$ cat config.mk
export PLATFORM = sky130hd
export DESIGN_NAME = aurora_axi_tx_combiner
export DESIGN_NICKNAME = d
export VERILOG_FILES = /design/src/rtl/aurora_axi_tx_combiner.sv
export SDC_FILE = /design/constraint.sdc
export NUM_CORES = 1
export LEC_CHECK = 0
export ABC_AREA = 1
export BUFFER_PORTS_ARGS = -buffer_cell sky130_fd_sc_hd__buf_2
export CORE_MARGIN = 4
export CORE_UTILIZATION = 52
export DETAILED_ROUTE_END_ITERATION = 16
export PLACE_DENSITY = 0.77
export SLEW_MARGIN = 30
export SYNTH_ARGS = -nofsm -noshare
export SYNTH_HDL_FRONTEND = slang
export SYNTH_SLANG_ARGS = --single-unit
$ cat constraint.sdc
create_clock -name clk -period 2.9 [get_ports clk]
set_clock_uncertainty 0.1 [all_clocks]
set_input_delay 0.29 -clock clk [delete_from_list [all_inputs] [get_ports clk]]
set_output_delay 0.29 -clock clk [all_outputs]
set_load 0.03 [all_outputs]
$ cat src/rtl/aurora_axi_tx_combiner.sv
// aurora_axi_tx_combiner
// Sums CH_COUNT AXI-Stream channels lane by lane into one AXI-Stream output.
// Each output lane is the signed per-lane sum of the unmasked channels. That sum
// is arithmetically right-shifted and then saturated to SAMPLE_W bits.
// Three-stage pipeline driven by one enable (adv_s). The output register is the
// last stage, so a stalled output freezes the whole pipe.
//
// Ports
//   clk, rstn        clock, asynchronous active-low reset
//   shift            right-shift for the sum, clamped to clog2(CH_COUNT)
//   eth_mask         per-channel exclude (1 = ignored for data and handshake)
//   axis_s_*         CH_COUNT input streams, packed channel-major
//   axis_m_*         combined output stream
//   sat_flag         sticky: an output lane saturated since reset
//   tlast_err        sticky: unmasked channels disagreed on tlast in an accepted beat
module aurora_axi_tx_combiner #(
  parameter int CH_COUNT = 4,
  parameter int SAMPLE_W = 16,
  parameter int LANES    = 2,
  parameter int SIM      = 0
) (
  input  logic                                clk,
  input  logic                                rstn,
  input  logic [3:0]                          shift,
  input  logic [CH_COUNT-1:0]                 eth_mask,
  output logic [CH_COUNT-1:0]                 axis_s_tready,
  input  logic [CH_COUNT*LANES*SAMPLE_W-1:0]  axis_s_tdata,
  input  logic [CH_COUNT*LANES*SAMPLE_W/8-1:0] axis_s_tkeep,
  input  logic [CH_COUNT-1:0]                 axis_s_tvalid,
  input  logic [CH_COUNT-1:0]                 axis_s_tlast,
  input  logic                                axis_m_tready,
  output logic [LANES*SAMPLE_W-1:0]           axis_m_tdata,
  output logic [LANES*SAMPLE_W/8-1:0]         axis_m_tkeep,
  output logic                                axis_m_tvalid,
  output logic                                axis_m_tlast,
  output logic                                sat_flag,
  output logic                                tlast_err
);

  localparam int DW = LANES * SAMPLE_W;
  localparam int KW = DW / 8;
  localparam int SW = $clog2(CH_COUNT);
  localparam int AW = SAMPLE_W + SW;  // sum width: cannot overflow for CH_COUNT addends
  localparam logic [3:0] SW_MAX = 4'(SW);
  localparam logic signed [AW-1:0] SMAX = {{(SW + 1){1'b0}}, {(SAMPLE_W - 1){1'b1}}};
  localparam logic signed [AW-1:0] SMIN = ~SMAX;

  // Saturate a shifted sum to SAMPLE_W bits.
  function automatic logic [SAMPLE_W-1:0] sat_lane(input logic signed [AW-1:0] v);
    if (v > SMAX) begin
      return SMAX[SAMPLE_W-1:0];
    end else if (v < SMIN) begin
      return SMIN[SAMPLE_W-1:0];
    end else begin
      return v[SAMPLE_W-1:0];
    end
  endfunction

  // True when a shifted sum falls outside the SAMPLE_W range.
  function automatic logic is_sat(input logic signed [AW-1:0] v);
    return (v > SMAX) || (v < SMIN);
  endfunction

  logic                    adv_s;
  logic                    all_ok_s;
  logic                    accept_s;
  logic                    last_and_s;
  logic                    last_or_s;
  logic [3:0]              shift_clamp_s;
  logic [CH_COUNT*DW-1:0]  masked_data_s;
  logic [LANES*AW-1:0]     sum_s;
  logic signed [AW-1:0]    shifted_s [LANES];
  logic [DW-1:0]           lane_out_s;
  logic                    lane_sat_s;
  logic                    unused_s;

  logic                    v0_r;
  logic [CH_COUNT*DW-1:0]  data0_r;
  logic [3:0]              shift0_r;
  logic                    last0_r;
  logic                    v1_r;
  logic [LANES*AW-1:0]     sum1_r;
  logic [3:0]              shift1_r;
  logic                    last1_r;

  // Byte enables are not used; SIM has no functional effect.
  assign unused_s = ^{axis_s_tkeep, 1'(SIM)};

  // Handshake: masked channels count as valid; the all-masked case never accepts.
  assign adv_s         = !axis_m_tvalid || axis_m_tready;
  assign all_ok_s      = (&(axis_s_tvalid | eth_mask)) && !(&eth_mask);
  assign accept_s      = all_ok_s && adv_s && rstn;
  assign axis_s_tready = {CH_COUNT{accept_s}};
  assign last_and_s    = &(axis_s_tlast | eth_mask);
  assign last_or_s     = |(axis_s_tlast & ~eth_mask);
  assign shift_clamp_s = (shift > SW_MAX) ? SW_MAX : shift;

  // Zero the data of masked channels so they drop out of the sum.
  always_comb begin
    masked_data_s = '0;
    for (int x = 0; x < CH_COUNT; x++) begin
      masked_data_s[x*DW +: DW] = eth_mask[x] ? {DW{1'b0}} : axis_s_tdata[x*DW +: DW];
    end
  end

  // Stage 0: capture the accepted beat together with its shift and tlast.
  always_ff @(posedge clk or negedge rstn) begin
    if (!rstn) begin
      v0_r     <= 1'b0;
      data0_r  <= '0;
      shift0_r <= 4'd0;
      last0_r  <= 1'b0;
    end else if (adv_s) begin
      v0_r <= accept_s;
      if (accept_s) begin
        data0_r  <= masked_data_s;
        shift0_r <= shift_clamp_s;
        last0_r  <= last_and_s;
      end
    end
  end

  // Sticky tlast disagreement: some unmasked channels had tlast set and some did not.
  always_ff @(posedge clk or negedge rstn) begin
    if (!rstn) begin
      tlast_err <= 1'b0;
    end else if (accept_s && last_or_s && !last_and_s) begin
      tlast_err <= 1'b1;
    end
  end

  // Sign-extend each sample to AW bits and add across channels, per lane.
  always_comb begin
    sum_s = '0;
    for (int k = 0; k < LANES; k++) begin
      for (int x = 0; x < CH_COUNT; x++) begin
        sum_s[k*AW +: AW] = sum_s[k*AW +: AW] +
          {{SW{data0_r[x*DW + k*SAMPLE_W + SAMPLE_W - 1]}}, data0_r[x*DW + k*SAMPLE_W +: SAMPLE_W]};
      end
    end
  end

  // Stage 1: register the full-width sums.
  always_ff @(posedge clk or negedge rstn) begin
    if (!rstn) begin
      v1_r     <= 1'b0;
      sum1_r   <= '0;
      shift1_r <= 4'd0;
      last1_r  <= 1'b0;
    end else if (adv_s) begin
      v1_r <= v0_r;
      if (v0_r) begin
        sum1_r   <= sum_s;
        shift1_r <= shift0_r;
        last1_r  <= last0_r;
      end
    end
  end

  // Arithmetic shift and saturation for each lane.
  always_comb begin
    lane_out_s = '0;
    lane_sat_s = 1'b0;
    for (int k = 0; k < LANES; k++) begin
      shifted_s[k] = $signed(sum1_r[k*AW +: AW]) >>> shift1_r;
      lane_out_s[k*SAMPLE_W +: SAMPLE_W] = sat_lane(shifted_s[k]);
      lane_sat_s = lane_sat_s | is_sat(shifted_s[k]);
    end
  end

  // Stage 2: output register. Holding it while stalled keeps tdata/tlast stable.
  always_ff @(posedge clk or negedge rstn) begin
    if (!rstn) begin
      axis_m_tvalid <= 1'b0;
      axis_m_tkeep  <= '0;
      axis_m_tdata  <= '0;
      axis_m_tlast  <= 1'b0;
      sat_flag      <= 1'b0;
    end else if (adv_s) begin
      axis_m_tvalid <= v1_r;
      axis_m_tkeep  <= v1_r ? {KW{1'b1}} : {KW{1'b0}};
      if (v1_r) begin
        axis_m_tdata <= lane_out_s;
        axis_m_tlast <= last1_r;
        sat_flag     <= sat_flag | lane_sat_s;
      end
    end
  end

endmodule

# --- Word-level counts from Yosys, hierarchy flattened ---
# Index checks and enable logic that the tools add are counted.
op_classes:
  shift: 2
  n_addsub: 6
  n_mux: 10
  n_lt_le_gt_ge: 5
  reduce_logical: 18
  bitwise_logic: 6
ops:
  columns: ["op", "n"]
  rows:
  - ["two-way mux 32 bit", 4]
  - ["two-way mux 16 bit", 4]
  - ["adder 17 x 16 -> 18 bit", 2]
  - ["adder 18 bit", 2]
  - ["> comparator 18 x 16 -> 1 bit (second input constant)", 2]
  - ["less-than comparator 18 x 16 -> 1 bit (second input constant)", 2]
  - [">>> shifter 18 x 4 -> 18 bit", 2]
  - ["adder 16 x 16 -> 17 bit", 2]
  - ["AND reduction 4 bit", 3]
  - ["two-way mux 4 bit", 2]
  - ["bitwise OR 4 bit", 2]
  - ["AND reduction 2 bit", 3]
  - ["logical AND 1 bit", 5]
  - ["bitwise AND 4 bit", 1]
  - ["> comparator 4 x 2 -> 1 bit (second input constant)", 1]
  - ["NOT 4 bit", 1]
  - ["OR reduction 4 bit", 1]
  - ["zero test 1 bit", 3]
  - ["logical OR 1 bit", 3]
  - ["bitwise OR 1 bit", 2]
totals:
  register_bits: 216
  input_bits: 163

# --- Depth between registers and ports, before layout ---
depth:
  depth_word: 7
  depth_mapped: 15
  ltp_nobuf: 15

# --- Least setup slack after synthesis ---
# OpenSTA, ideal clock, no wires.
synth_timing:
  path_kind: "reg-to-reg"
  from: "register data0_r[17]"
  to: "register sum1_r[27]"
  slack_ns: -0.024
  path_stages_with_launch: 12
  n_path_buf: 0
  synth_period_minus_slack_ns: 2.924
  arrival_time_ns: 2.694
  required_time_ns: 2.669
  path_cell_list: "dfrtp_1 fa_1 fa_1 ha_1 fa_1 nand3_1 nand2_1 nand2_1 nand2_1 or2_2 nand3_1 o21ai_0"
synth_between:
  elab_chain_len: 3
synth_lines:
  columns: ["item", "line", "rtl"]
  rows:
  - ["start, declared", "78", "logic [CH_COUNT*DW-1:0] data0_r;"]
  - ["start signal, assigned", "116", "data0_r <= masked_data_s;"]
  - ["adder 16 x 16 -> 17 bit", "137", "sum_s[k*AW +: AW] = sum_s[k*AW +: AW] +"]
  - ["adder 17 x 16 -> 18 bit", "137", null]
  - ["adder 18 bit", "137", null]
  - ["end signal, assigned", "153", "sum1_r <= sum_s;"]
  - ["end, declared", "82", "logic [LANES*AW-1:0] sum1_r;"]
# Every way passes these cells.
# A chain may end at the register's enable or synchronous reset.

# --- Final worst setup path ---
layout_timing:
  from: "register data0_r[19]"
  to: "register sum1_r[28]"
# The elaborated chain is that of the path after synthesis.

==> metrics.cfg <==
[setup_path]
worstPathArrival_ns=3.39
endpoint_kind=flip-flop
r2r-start=data0_r[19]$_DFFE_PN0P_
r2r-end=sum1_r[28]$_DFFE_PN0P_
ff2ff_path_depth=15
r2r_setup_slack_ns=-0.18
path_class=reg -> reg
crit_fanout=4
required_ns=3.21
cp-start-kind=flip-flop

[worst_hold_path]
min_path_type=in -> reg
hp-start=axis_s_tdata[66]
min_path_cells=3
whs_endpoint=data0_r[66]$_DFFE_PN0P_

[die]
dieWidth_um=166.1
core_area_mm2=0.02446
rows=57
num_io_pins=207
initial_core_util=0.5316
die-area_mm2=0.02760
dieHeight_um=166.1

[cells_and_area]
finish.instance_area_mm2=0.01790
nets=2285
fillers=1567
utilization=0.7318
area_growth_pct=37.65
drive_gt1_frac=0.2658

[sta]
drv_slew=0
period_needed_ns=3.080
whs_ns=-0.003934
maxSlewHeadroom=0.4397
final_hold_viol_count=1
finalSetupViolations=13
max_freq_mhz=324.7
worst_pin_slew_ns=0.8405
setup_ws_ns=-0.1797
rsz0062_at_grt=yes
final.period_utilization=1.062

[synth]
synth-edff-count=0
synth-main-ff-cell=dfrtp_1
syn_area_mm2=0.01300
async_reset_ff_frac=1.000
syn-num-nets=1899
synth_most_common_cell=nand2_1
synthTopCellsByArea=dfrtp_1 (41%), nand2_1 (11%), fa_1 (10%)
yosysTopAreaCellShare=0.4079
synth_sequential_area_ratio=0.4079
synth_common_cells=nand2_1 (379), dfrtp_1 (212), inv_1 (212)
ys_types=34
avgSynthCellArea_um2=7.949
synthCells=1636
ys_ff_latch=212
ys_warn_count=0
yosysTopAreaCell=dfrtp_1

[global_routing]
grt_max_degree=127
track_usage=0.2912
antenna_found_initial=1
grt_pass1_wl_um=66650
overflow=0
grt_pass1_vias=13190

[routing]
wl_per_cell_um=18.56
routed_via_density=5.621
vias=13290
drt_iter0_markers=1388
drc_errors=0
totalWireLength_um=43870
firstDrtPassIters=6
postRouteAntennaNets=0

[run_status]
violations=negative hold slack, negative setup slack
status=finished, violations left

[run]
maxCapViolCount=0

[placement]
io_buffers=190
dpl-instance-area_mm2=0.01479
hpwl_um=24140
dp_slack_ns=-0.1961
gp_congestion=0.8805

[cts]
cts_tree=done
clock_sinks=212
path_clk_slew_ns=0.07
insertion_delay_ns=0.53
cts_buffers=24
ctsLongestPathBuffers=3
htree_levels=1
cts_root_buf=clkbuf_16

[pwr]
leakage_nw=8.704
power_density_mw_per_mm2=1259
irDropWorstVdd_uv=683.8

-- placed cells by master, fill, tap and decap left out, drive strengths merged, types with 2 or more instances in the layout --
| cell | synthesis | routed |
|---|---|---|
| nand2 | 382 | 382 |
| buf | 52 | 313 |
| o21ai | 240 | 240 |
| inv | 220 | 222 |
| dfrtp | 212 | 212 |
| nand3 | 211 | 211 |
| dlygate4sd3 | 0 | 132 |
| a21oi | 67 | 67 |
| fa | 66 | 66 |
| nor2 | 65 | 65 |
| ha | 34 | 34 |
| clkbuf | 34 | 31 |
| or2 | 16 | 16 |
| xnor2 | 11 | 11 |
| nand3b | 10 | 10 |
| bufinv | 0 | 6 |
| xor2 | 4 | 4 |
| clkinv | 0 | 4 |
| o22ai | 2 | 2 |
| o211ai | 2 | 2 |
| a221oi | 2 | 2 |
| nor3 | 2 | 2 |
-- metrics by stage --
step,power [W],setup TNS (ns),cells,hold WS [ns]
2_1_floorplan,0.01164,0,1636,-0.1056
3_3_place_gp,0.01506,-0.7564,2173,0.3066
3_5_place_dp,0.01530,-1.949,2173,0.3058
4_1_cts,0.01973,0,2356,0.001124
5_1_grt,0.02403,-2.898,2364,0.01323
6_report,0.02253,-1.024,2364,-0.003934
-- cell type report --
| class | instances | area, µm² | area share |
|---|---|---|---|
| Multi-Input combinational cell | 1118 | 7216 | 0.4031 |
| Timing Repair Buffer | 446 | 3252 | 0.1817 |
| Clock buffer | 30 | 664.4 | 0.03711 |
| Antenna cell | 1 | 2.502 | 0.0001398 |
| Sequential cell | 212 | 5305 | 0.2964 |
| Clock inverter | 13 | 225.2 | 0.01258 |
| Inverter | 220 | 830.8 | 0.04641 |
| Tap cell | 324 | 405.4 | 0.02265 |
-- layer usage --
metal  up-vias  wire length (µm)  track usage
met5         -                 0            0
met4         0              2110       0.1133
met3       206              3822      0.05713
met2       824             21400       0.4920
met1      6243             16530       0.3726
li1       6015                 -            -
-- where the power goes --
| part | switching, W | leakage (nW) | internal [W] | total (W) |
|---|---|---|---|---|
| Clock | 0.00130 | 0.436 | 0.00216 | 0.00346 |
| Combinational | 0.00848 | 5.60 | 0.00624 | 0.0147 |
| Sequential | 0.000481 | 2.67 | 0.00387 | 0.00435 |
-- flip-flops by register name, indices dropped and copies added, names as in the netlist --
name and count:
data0_r 128, sum1_r 36, axis_m_tdata 32, shift0_r 4
shift1_r 4, axis_m_tkeep 1, axis_m_tlast 1, last0_r 1
last1_r 1, sat_flag 1, tlast_err 1, v0_r 1
v1_r 1
-- kinds of logic (layout without fill, tap and decap cells) --
group / Yosys count / count (layout) / share of synthesized area
AND/OR/NAND/NOR: 686 / 686 / 0.2260
AO/OA/AOI/OAI: 316 / 316 / 0.1237
buffers and inverters: 306 / 709 / 0.09717
flip-flops: 212 / 212 / 0.4079
adder cells (fa/ha/maj): 100 / 100 / 0.1343
XOR/XNOR: 15 / 15 / 0.01010
multiplexers: 1 / 1 / 0.0007697
other: 0 / 1 / 0
-- critical path, cell delays in order (launching register included) --
cell and delay (ns):
dfrtp_1 0.34, inv_2 0.06, fa_1 0.62, inv_2 0.07, fa_1 0.59, ha_4 0.25, a21oi_2 0.18, nand2_2 0.12
nand2_2 0.11, nand3_4 0.10, inv_2 0.08, nor2_2 0.04, nor2_1 0.08, nand2_1 0.07, nand3_2 0.10, nand2_2 0.05
-- timing repair --
action                                  CTS  global route
hold buffers                            132             0
gates cloned                              0             0
pin swaps                                28            45
endpoints found under the hold margin   159             0
resized for setup                        53           157
endpoints found under the setup margin   22            25
buffers inserted                          8             8
-- worst max path at each step --
| stage | depth (start not counted) | to | startpoint | slack [ns] |
|---|---|---|---|---|
| after global placement | 13 | sum1_r[13]$_DFFE_PN0P_ | data0_r[1]$_DFFE_PN0P_ | -0.1 |
| after floorplan | 13 | sum1_r[13]$_DFFE_PN0P_ | data0_r[1]$_DFFE_PN0P_ | 0.006 |
| after detailed placement | 15 | sum1_r[15]$_DFFE_PN0P_ | data0_r[1]$_DFFE_PN0P_ | -0.20 |
| after CTS | 13 | sum1_r[28]$_DFFE_PN0P_ | data0_r[23]$_DFFE_PN0P_ | 0.0002 |
| after global routing | 15 | sum1_r[28]$_DFFE_PN0P_ | data0_r[19]$_DFFE_PN0P_ | -0.26 |
| final | 15 | sum1_r[28]$_DFFE_PN0P_ | data0_r[19]$_DFFE_PN0P_ | -0.18 |
Note: power is estimated with default switching activity, not from simulation.
